File: config.mk
export PLATFORM = sky130hd
export DESIGN_NAME = equiv_check_sequencer
export DESIGN_NICKNAME = d
export VERILOG_FILES = /design/src/rtl/equiv_check_sequencer.sv
export SDC_FILE = /design/constraint.sdc
export NUM_CORES = 1
export LEC_CHECK = 0
export ABC_AREA = 1
export CORE_ASPECT_RATIO = 1.2
export CORE_MARGIN = 3
export CORE_UTILIZATION = 48
export CTS_CLUSTER_DIAMETER = 60
export DETAILED_ROUTE_END_ITERATION = 8
export PLACE_DENSITY = 0.75
export SLEW_MARGIN = 20
export SYNTH_ARGS = -nofsm -noshare
export SYNTH_HDL_FRONTEND = slang
export SYNTH_SLANG_ARGS = --single-unit
File: constraint.sdc
create_clock -name clk -period 1.95 [get_ports clk]
set_clock_uncertainty 0.05 [all_clocks]
set_input_delay 0.195 -clock clk [delete_from_list [all_inputs] [get_ports clk]]
set_output_delay 0.195 -clock clk [all_outputs]
set_load 0.02 [all_outputs]
File: src/rtl/equiv_check_sequencer.sv
// Exhaustive equivalence sequencer: sweeps every input vector into a test and a ground-truth module.
// It compares their outputs after the pipeline latency and reports the mismatch count and the first failing vector.
module equiv_check_sequencer #(
    parameter int IN_WIDTH       = 2,
    parameter int OUT_WIDTH      = 1,
    parameter int PIPELINE_DEPTH = 0
) (
    input  logic                 clk,
    input  logic                 rst_n,
    input  logic                 start,
    output logic [IN_WIDTH-1:0]  stim,
    input  logic [OUT_WIDTH-1:0] test_out,
    input  logic [OUT_WIDTH-1:0] gt_out,
    output logic                 busy,
    output logic                 done,
    output logic                 pass,
    output logic [IN_WIDTH:0]    mismatch_count,
    output logic                 first_fail_valid,
    output logic [IN_WIDTH-1:0]  first_fail_vec
);

    typedef enum logic [1:0] {
        S_IDLE,
        S_DRIVE,
        S_DRAIN,
        S_DONE
    } state_t;

    localparam int                  DRAIN_W    = 5;
    localparam logic [IN_WIDTH-1:0] LAST_VEC   = '1;
    localparam logic [DRAIN_W-1:0]  DRAIN_LOAD =
        (PIPELINE_DEPTH > 0) ? DRAIN_W'(PIPELINE_DEPTH - 1) : '0;

    state_t               state;
    state_t               state_next;
    logic                 launch;
    logic [DRAIN_W-1:0]   drain_cnt;
    logic [IN_WIDTH:0]    tap;
    logic                 tap_valid;
    logic [IN_WIDTH-1:0]  tap_vec;
    logic                 mismatch;

    always_ff @(posedge clk or negedge rst_n) begin
        if (!rst_n) begin
            state <= S_IDLE;
        end else begin
            state <= state_next;
        end
    end

    always_comb begin
        state_next = state;
        launch     = 1'b0;
        case (state)
            S_IDLE, S_DONE: begin
                if (start) begin
                    state_next = S_DRIVE;
                    launch     = 1'b1;
                end
            end
            S_DRIVE: begin
                if (stim == LAST_VEC) begin
                    state_next = (PIPELINE_DEPTH > 0) ? S_DRAIN : S_DONE;
                end
            end
            S_DRAIN: begin
                if (drain_cnt == '0) begin
                    state_next = S_DONE;
                end
            end
            default: state_next = S_IDLE;
        endcase
    end

    // Each vector travels alongside the modules' latency so the compare knows which vector it is judging.
    generate
        if (PIPELINE_DEPTH > 0) begin : g_tag_pipe
            logic [IN_WIDTH:0] pipe [PIPELINE_DEPTH];

            always_ff @(posedge clk or negedge rst_n) begin
                if (!rst_n) begin
                    for (int i = 0; i < PIPELINE_DEPTH; i++) begin
                        pipe[i] <= '0;
                    end
                end else begin
                    pipe[0] <= {state == S_DRIVE, stim};
                    for (int i = 1; i < PIPELINE_DEPTH; i++) begin
                        pipe[i] <= pipe[i-1];
                    end
                end
            end

            assign tap = pipe[PIPELINE_DEPTH-1];
        end else begin : g_tag_direct
            assign tap = {state == S_DRIVE, stim};
        end
    endgenerate

    assign tap_valid = tap[IN_WIDTH];
    assign tap_vec   = tap[IN_WIDTH-1:0];
    assign mismatch  = (test_out != gt_out);

    always_ff @(posedge clk or negedge rst_n) begin
        if (!rst_n) begin
            stim             <= '0;
            drain_cnt        <= '0;
            mismatch_count   <= '0;
            first_fail_valid <= 1'b0;
            first_fail_vec   <= '0;
        end else if (launch) begin
            stim             <= '0;
            mismatch_count   <= '0;
            first_fail_valid <= 1'b0;
            first_fail_vec   <= '0;
        end else begin
            // Incrementing past the last vector wraps stim back to 0, where it stays once DRIVE ends.
            if (state == S_DRIVE) begin
                stim <= stim + 1'b1;
            end
            if (state == S_DRIVE && stim == LAST_VEC) begin
                drain_cnt <= DRAIN_LOAD;
            end else if (state == S_DRAIN && drain_cnt != '0) begin
                drain_cnt <= drain_cnt - 1'b1;
            end
            if (tap_valid && mismatch) begin
                mismatch_count <= mismatch_count + 1'b1;
                if (!first_fail_valid) begin
                    first_fail_valid <= 1'b1;
                    first_fail_vec   <= tap_vec;
                end
            end
        end
    end

    assign busy = (state == S_DRIVE) || (state == S_DRAIN);
    assign done = (state == S_DONE);
    assign pass = done && (mismatch_count == '0);

endmodule
==> results of run 1 <==
==> logic make-up (layout without fill, tap and decap cells) <==
kind of cell	count (synthesis)	in the layout	synth area share, %
DFF	15	15	42.31
AOI/OAI and AO/OA	8	8	5.359
buffers and inverters	13	31	5.641
and+or+nand+nor	57	57	33.85
adders and majority gates	7	7	9.873
xor gates and xnor gates	3	3	2.962
==> final timing paths <==
kind / start / end / slack [ps] / depth (start not counted)
min in group clk: first_fail_vec[0] / first_fail_vec[0] / 440 / 2
worst max register to register: state[0] / first_fail_vec[1] / 310 / 7
worst max-delay path: state[1] / done / 190 / 2
max in group asynchronous: rst_n / stim[1] / 1170 / 1
worst min-delay path: rst_n / mismatch_count[1] / 270 / 1
worst min register to register: first_fail_vec[0] / first_fail_vec[0] / 440 / 2
==> registers in the layout, indices dropped and copies added, names as in the netlist <==
signal / count
state: 2
stim: 2
drain_cnt: 5
mismatch_count: 3
first_fail_vec: 2
first_fail_valid: 1
==> power by group through the flow <==
stage	Clock, mW	Sequential (mW)	Combinational, mW
6_report	0.175	0.520	0.982
5_1_grt	0.195	0.541	1.10
4_1_cts	0.177	0.521	0.994
3_5_place_dp	0	0.525	1.00
3_3_place_gp	0	0.515	0.977
2_1_floorplan	0	0.599	0.586
==> synthesized netlist by cell type <==
cell type,instances
a21oi_1,3
buf_2,1
dfrtp_1,15
ha_1,7
inv_1,11
inv_2,1
nand2_1,28
nand2_2,2
nand2_4,5
nand3_1,8
nand3_2,3
nand4_1,3
nor2_1,5
nor2_2,1
o21ai_1,3
o21ai_2,2
or2_1,2
xnor2_1,1
xor2_1,2
==> critical path, stage by stage, from the launching register on <==
cell and delay, ps:
dfrtp_1 410, ha_1 220, clkdlybuf4s50_1 620
==> per-layer routing <==
layer	vias to the layer above	GRT usage [%]
met3	2	4.422
met2	11	29.72
met4	0	5.854
met1	322	20.90
met5	-	0
li1	364	-
==> layout make-up <==
type / instances / area (sq um)
inverters: 12 / 45.04
well taps: 18 / 22.52
multi-input cells: 75 / 461.7
fillers: 159 / 599.3
clock buffers: 4 / 26.28
flip-flops and latches: 15 / 375.4
repair buffers: 15 / 151.4
==> repair_timing <==
action	in CTS	in global routing
gates resized for setup	1	1
setup endpoints to repair	1	1
cloned	0	0
==> metrics.txt, run 1 <==
status complete, no violations; post-route cell area 1082 sq um; CTS tree yes; Placement Setup Slack around 270 ps; Pre-antenna DRT Iters 4; sw frac a little under half; Max Clk Rate 567.7 MHz; total CTS buffers 3; Syn Inst Count just over 100; total clock sinks 15; WHS 265.5 ps; Core Util, Final 64.36%; Setup Fix Bufs, Post-CTS 0; Synth area leaders dfrtp_1 (42%), nand2_1 (12%), ha_1 (9.9%); Fin. Hold Viols 0; post-synth net total ~120; vias in the first global route roughly 680; flops & latches, synth 15; worst slew pin tran 656.4 ps; Netlist cell types 19; Mapped Area 887.1 sq um; ANT nets after route 0; sequential power share 31.0%; I/O pins 16; synthesis-to-layout area growth 22.00%; crit path kind flop to output port; met3 WL post-DR 68 microns; unrepaired setup endpoints after global routing false; Max-Cap Viols 0; Die Span Y 53.10 microns; Worst-path clk slew 90 ps; drt first-iter violations 7; sequential share of the synthesized area between 40% and 50%; port buffer count 15; final wirelength 1.684 mm; WL per Instance ~12 microns; final setup vio count 0; Tot Pwr 1.677 mW; most common library cell in the layout ignoring fill and taps nand2_1; period utilisation layout roughly 90%; die area about 2400 sq um; Nets 134; TNS Setup 0 ps; relative slew slack 56.10%; share of cells above drive strength 1 14.05%; Max clock buf depth 2; Die Wd 45.25 microns; remaining global-route overflow 0; arrival time at the worst endpoint 1520 ps; initial antenna violation count 0; Period minus WS final 1761 ps; most frequent cells in the layout nand2_1 (28), dfrtp_1 (15), clkdlybuf4s50_1 (13); CP Launch Type flop; Synthesis Warnings 0; Worst EP required 1700 ps; Crit. End Element output port; Leakage Power ~0.59 nW; top layer in use met4; Switch Pwr roughly 0.76 mW; Core Rows 16; initial core utilization between 50 and 60%; fin worst setup slack 188.6 ps; hold crit path type input pin to async pin; Power Density between 1500 and 2000 nW/um^2; internal power 0.9156 mW; Metal-1 WL 760 microns; Post-CTS Hold Fix Bufs 0; largest net degree at the start of global routing 17; fin cells 139; Worst-Skew Late Latency 280 ps; post-placement cell count 135; Placer Congestion 0.7150; largest area contributor in the netlist dfrtp_1; Syn Area/Cell around 8.6 sq um; first-pass GRT wire length 3.008 mm; Final Max Slew Viols 0; CTS Root Cell clkbuf_4; Antenna Cells 0; DR vias/cell between 5 and 6; Max VDD drop 0.0008998 V; DR DRC count 0; All-Layer GR Usage approximately 17%; clock share of power 10.4%; vias post-DR around 700; Max Fanout on Critical Path 4; Detail Route met2 WL 840 microns; core area 1682 sq um; Comb power frac 58.5%; share of the synthesized area in the top cell type between 40% and 50%; Area after DPL around 1100 sq um; hpwl dp 1.317 mm; H-tree depth 1
No activity file was read; power rests on OpenSTA's default activity.
==> run 2, diff against run 1 <==
==> constraint.sdc (replaced) <==
create_clock -name clk -period 1.95 [get_ports clk]
set_clock_uncertainty 0.05 [all_clocks]
set_input_delay 0.195 -clock clk [delete_from_list [all_inputs] [get_ports clk]]
set_output_delay 0.195 -clock clk [all_outputs]
set_load 0.01 [all_outputs]
==> run 2 against run 1 <==
  * Largest cell class unchanged
  * Combinational power shrank 7.8%
  * Via count grew 0.86%
  * Highest routed layer unchanged
  * Final cell count grew 0.72%
  * Non-clock buffer count grew 1
  * Critical path type unchanged
  * Maximum frequency shrank 0.15%
  * Worst hold slack lost 1.7 ps
  * Power shrank 4.5%
==> metrics.txt, run 2 (synthesized netlist as in run 1, its figures left out) <==
crit path kind flop to output port; number of flip-flops under the largest register name 5; hpwl dp 1.261 mm; Leakage Power 0.6049 nW; Antenna Cells 0; most frequent cells in the layout nand2_1 (28), dfrtp_1 (15), clkdlybuf4s50_1 (13); I/O pins 16; period utilisation layout between 90% and 100%; DR vias/cell around 5.0; TNS Setup 0 ps; Nets ~140; Final Max Slew Viols 0; initial core utilization between 50% and 60%; Most flops, register drain_cnt; Die Wd approximately 45 microns; Placer Congestion 0.7212; port buffer count 15; arrival time at the worst endpoint 1520 ps; Max Clk Rate 566.9 MHz; vias post-DR 705; CP peak stage delay 490 ps; DR DRC count 0; area occupied by multi-input gates 461.7 sq um; Switch Pwr 0.6810 mW; Comb power frac 56.5%; Max Fanout on Critical Path 2; Fin. Hold Viols 0; remaining global-route overflow 0; Worst EP required about 1700 ps; CP Cell Sequence buf_4, ha_1, clkdlybuf4s50_1; Max VDD drop 0.0009651 V; core area roughly 1700 sq um; fin worst setup slack 186.0 ps; initial antenna violation count 0; clock share of power 11.5%; fill count 159; Max-Cap Viols 0; first-pass GRT wire length roughly 2.9 mm; Core Rows 16; Period minus WS final ~1800 ps; Power Density 1465 nW/um^2; relative slew slack 54.34%; CTS Root Cell clkbuf_4; All-Layer GR Usage 16.68%; unrepaired setup endpoints after global routing false; most common library cell in the layout ignoring fill and taps nand2_1; biggest regs drain_cnt (5), mismatch_count (3); final setup vio count 0; post-route cell area roughly 1100 sq um; Worst-path clk slew 90 ps; synthesis-to-layout area growth 23.27%; slowest CP cell clkdlybuf4s50_1; Pre-antenna DRT Iters 4; Crit. End Element output port; CP Launch Type flop; final wirelength ~1.7 mm; hold crit path type input pin to async pin; internal power 0.9215 mW; vias in the first global route 697; Placement Setup Slack 309.8 ps; WHS 263.8 ps; die area 2402 sq um; Max clock buf depth 2; fin cells 140; post-placement cell count roughly 140; Worst-Skew Late Latency between 200 and 300 ps; largest net degree at the start of global routing 17; Post-CTS Hold Fix Bufs 0; WL per Instance 11.94 microns; CTS tree yes; H-tree depth 1; Area after DPL between 1000 and 1500 sq um; ANT nets after route 0; Tot Pwr ~1.6 mW; worst slew pin tran between 600 and 700 ps; total CTS buffers 3; status complete, no violations; sequential power share 32.1%; total clock sinks 15; sw frac 42.50%; Core Util, Final 65.03%; drt first-iter violations 6; share of cells above drive strength 1 about 15%; Die Span Y approximately 53 microns; Sequential Area 375.4 sq um; FF-to-FF path depth 6
## run 2: cell types whose count changed in the layout (fill, tap and decap cells not counted), sizes merged
cell | previous run | this run
buf | 0 | 1
dlygate4sd2 | 1 | 0
dlymetal6s2s | 1 | 2
## run 2: path summary, 6_finish.rpt
kind	start	end	slack, ps
max reg2reg	state[1]	first_fail_vec[1]	360
min reg2reg	first_fail_vec[1]	first_fail_vec[1]	430
min in group clk	first_fail_vec[1]	first_fail_vec[1]	430
min	rst_n	drain_cnt[0]	260
max in group asynchronous	rst_n	first_fail_vec[1]	1160
max	state[0]	done	190
## run 2: area by class of cell
class | instances | area share, %
multi-input cells | 75 | 42.22
flip-flops and latches | 15 | 34.32
repair buffers | 16 | 14.87
inverters | 12 | 4.119
clock buffers | 4 | 2.403
well taps | 18 | 2.059
## run 2: repair_timing
item	CTS	global route
setup endpoints to repair	1	2
setup buffers	1	0
resized for setup	0	2
## run 2: metal layers
layer	up-vias	GRT usage, %	routed length, microns
li1	371	-	-
met1	317	19.62	729
met2	12	29.48	840
met3	5	2.041	68
met4	0	7.317	34
met5	-	0	0
## run 2: power groups by stage
stage	combinational, mW	clock, mW	sequential (mW)
floorplan	0.559	0	0.543
global placement	0.894	0	0.516
detailed placement	0.919	0	0.522
CTS	0.925	0.183	0.517
global route	1.01	0.195	0.536
finish	0.905	0.184	0.514
## run 2: critical path: cells and delay by family (launching register included)
kind | cells | cell delay [ps]
DFF | 1 | 390
adders and majority gates | 1 | 220
buffers and inverters | 2 | 630
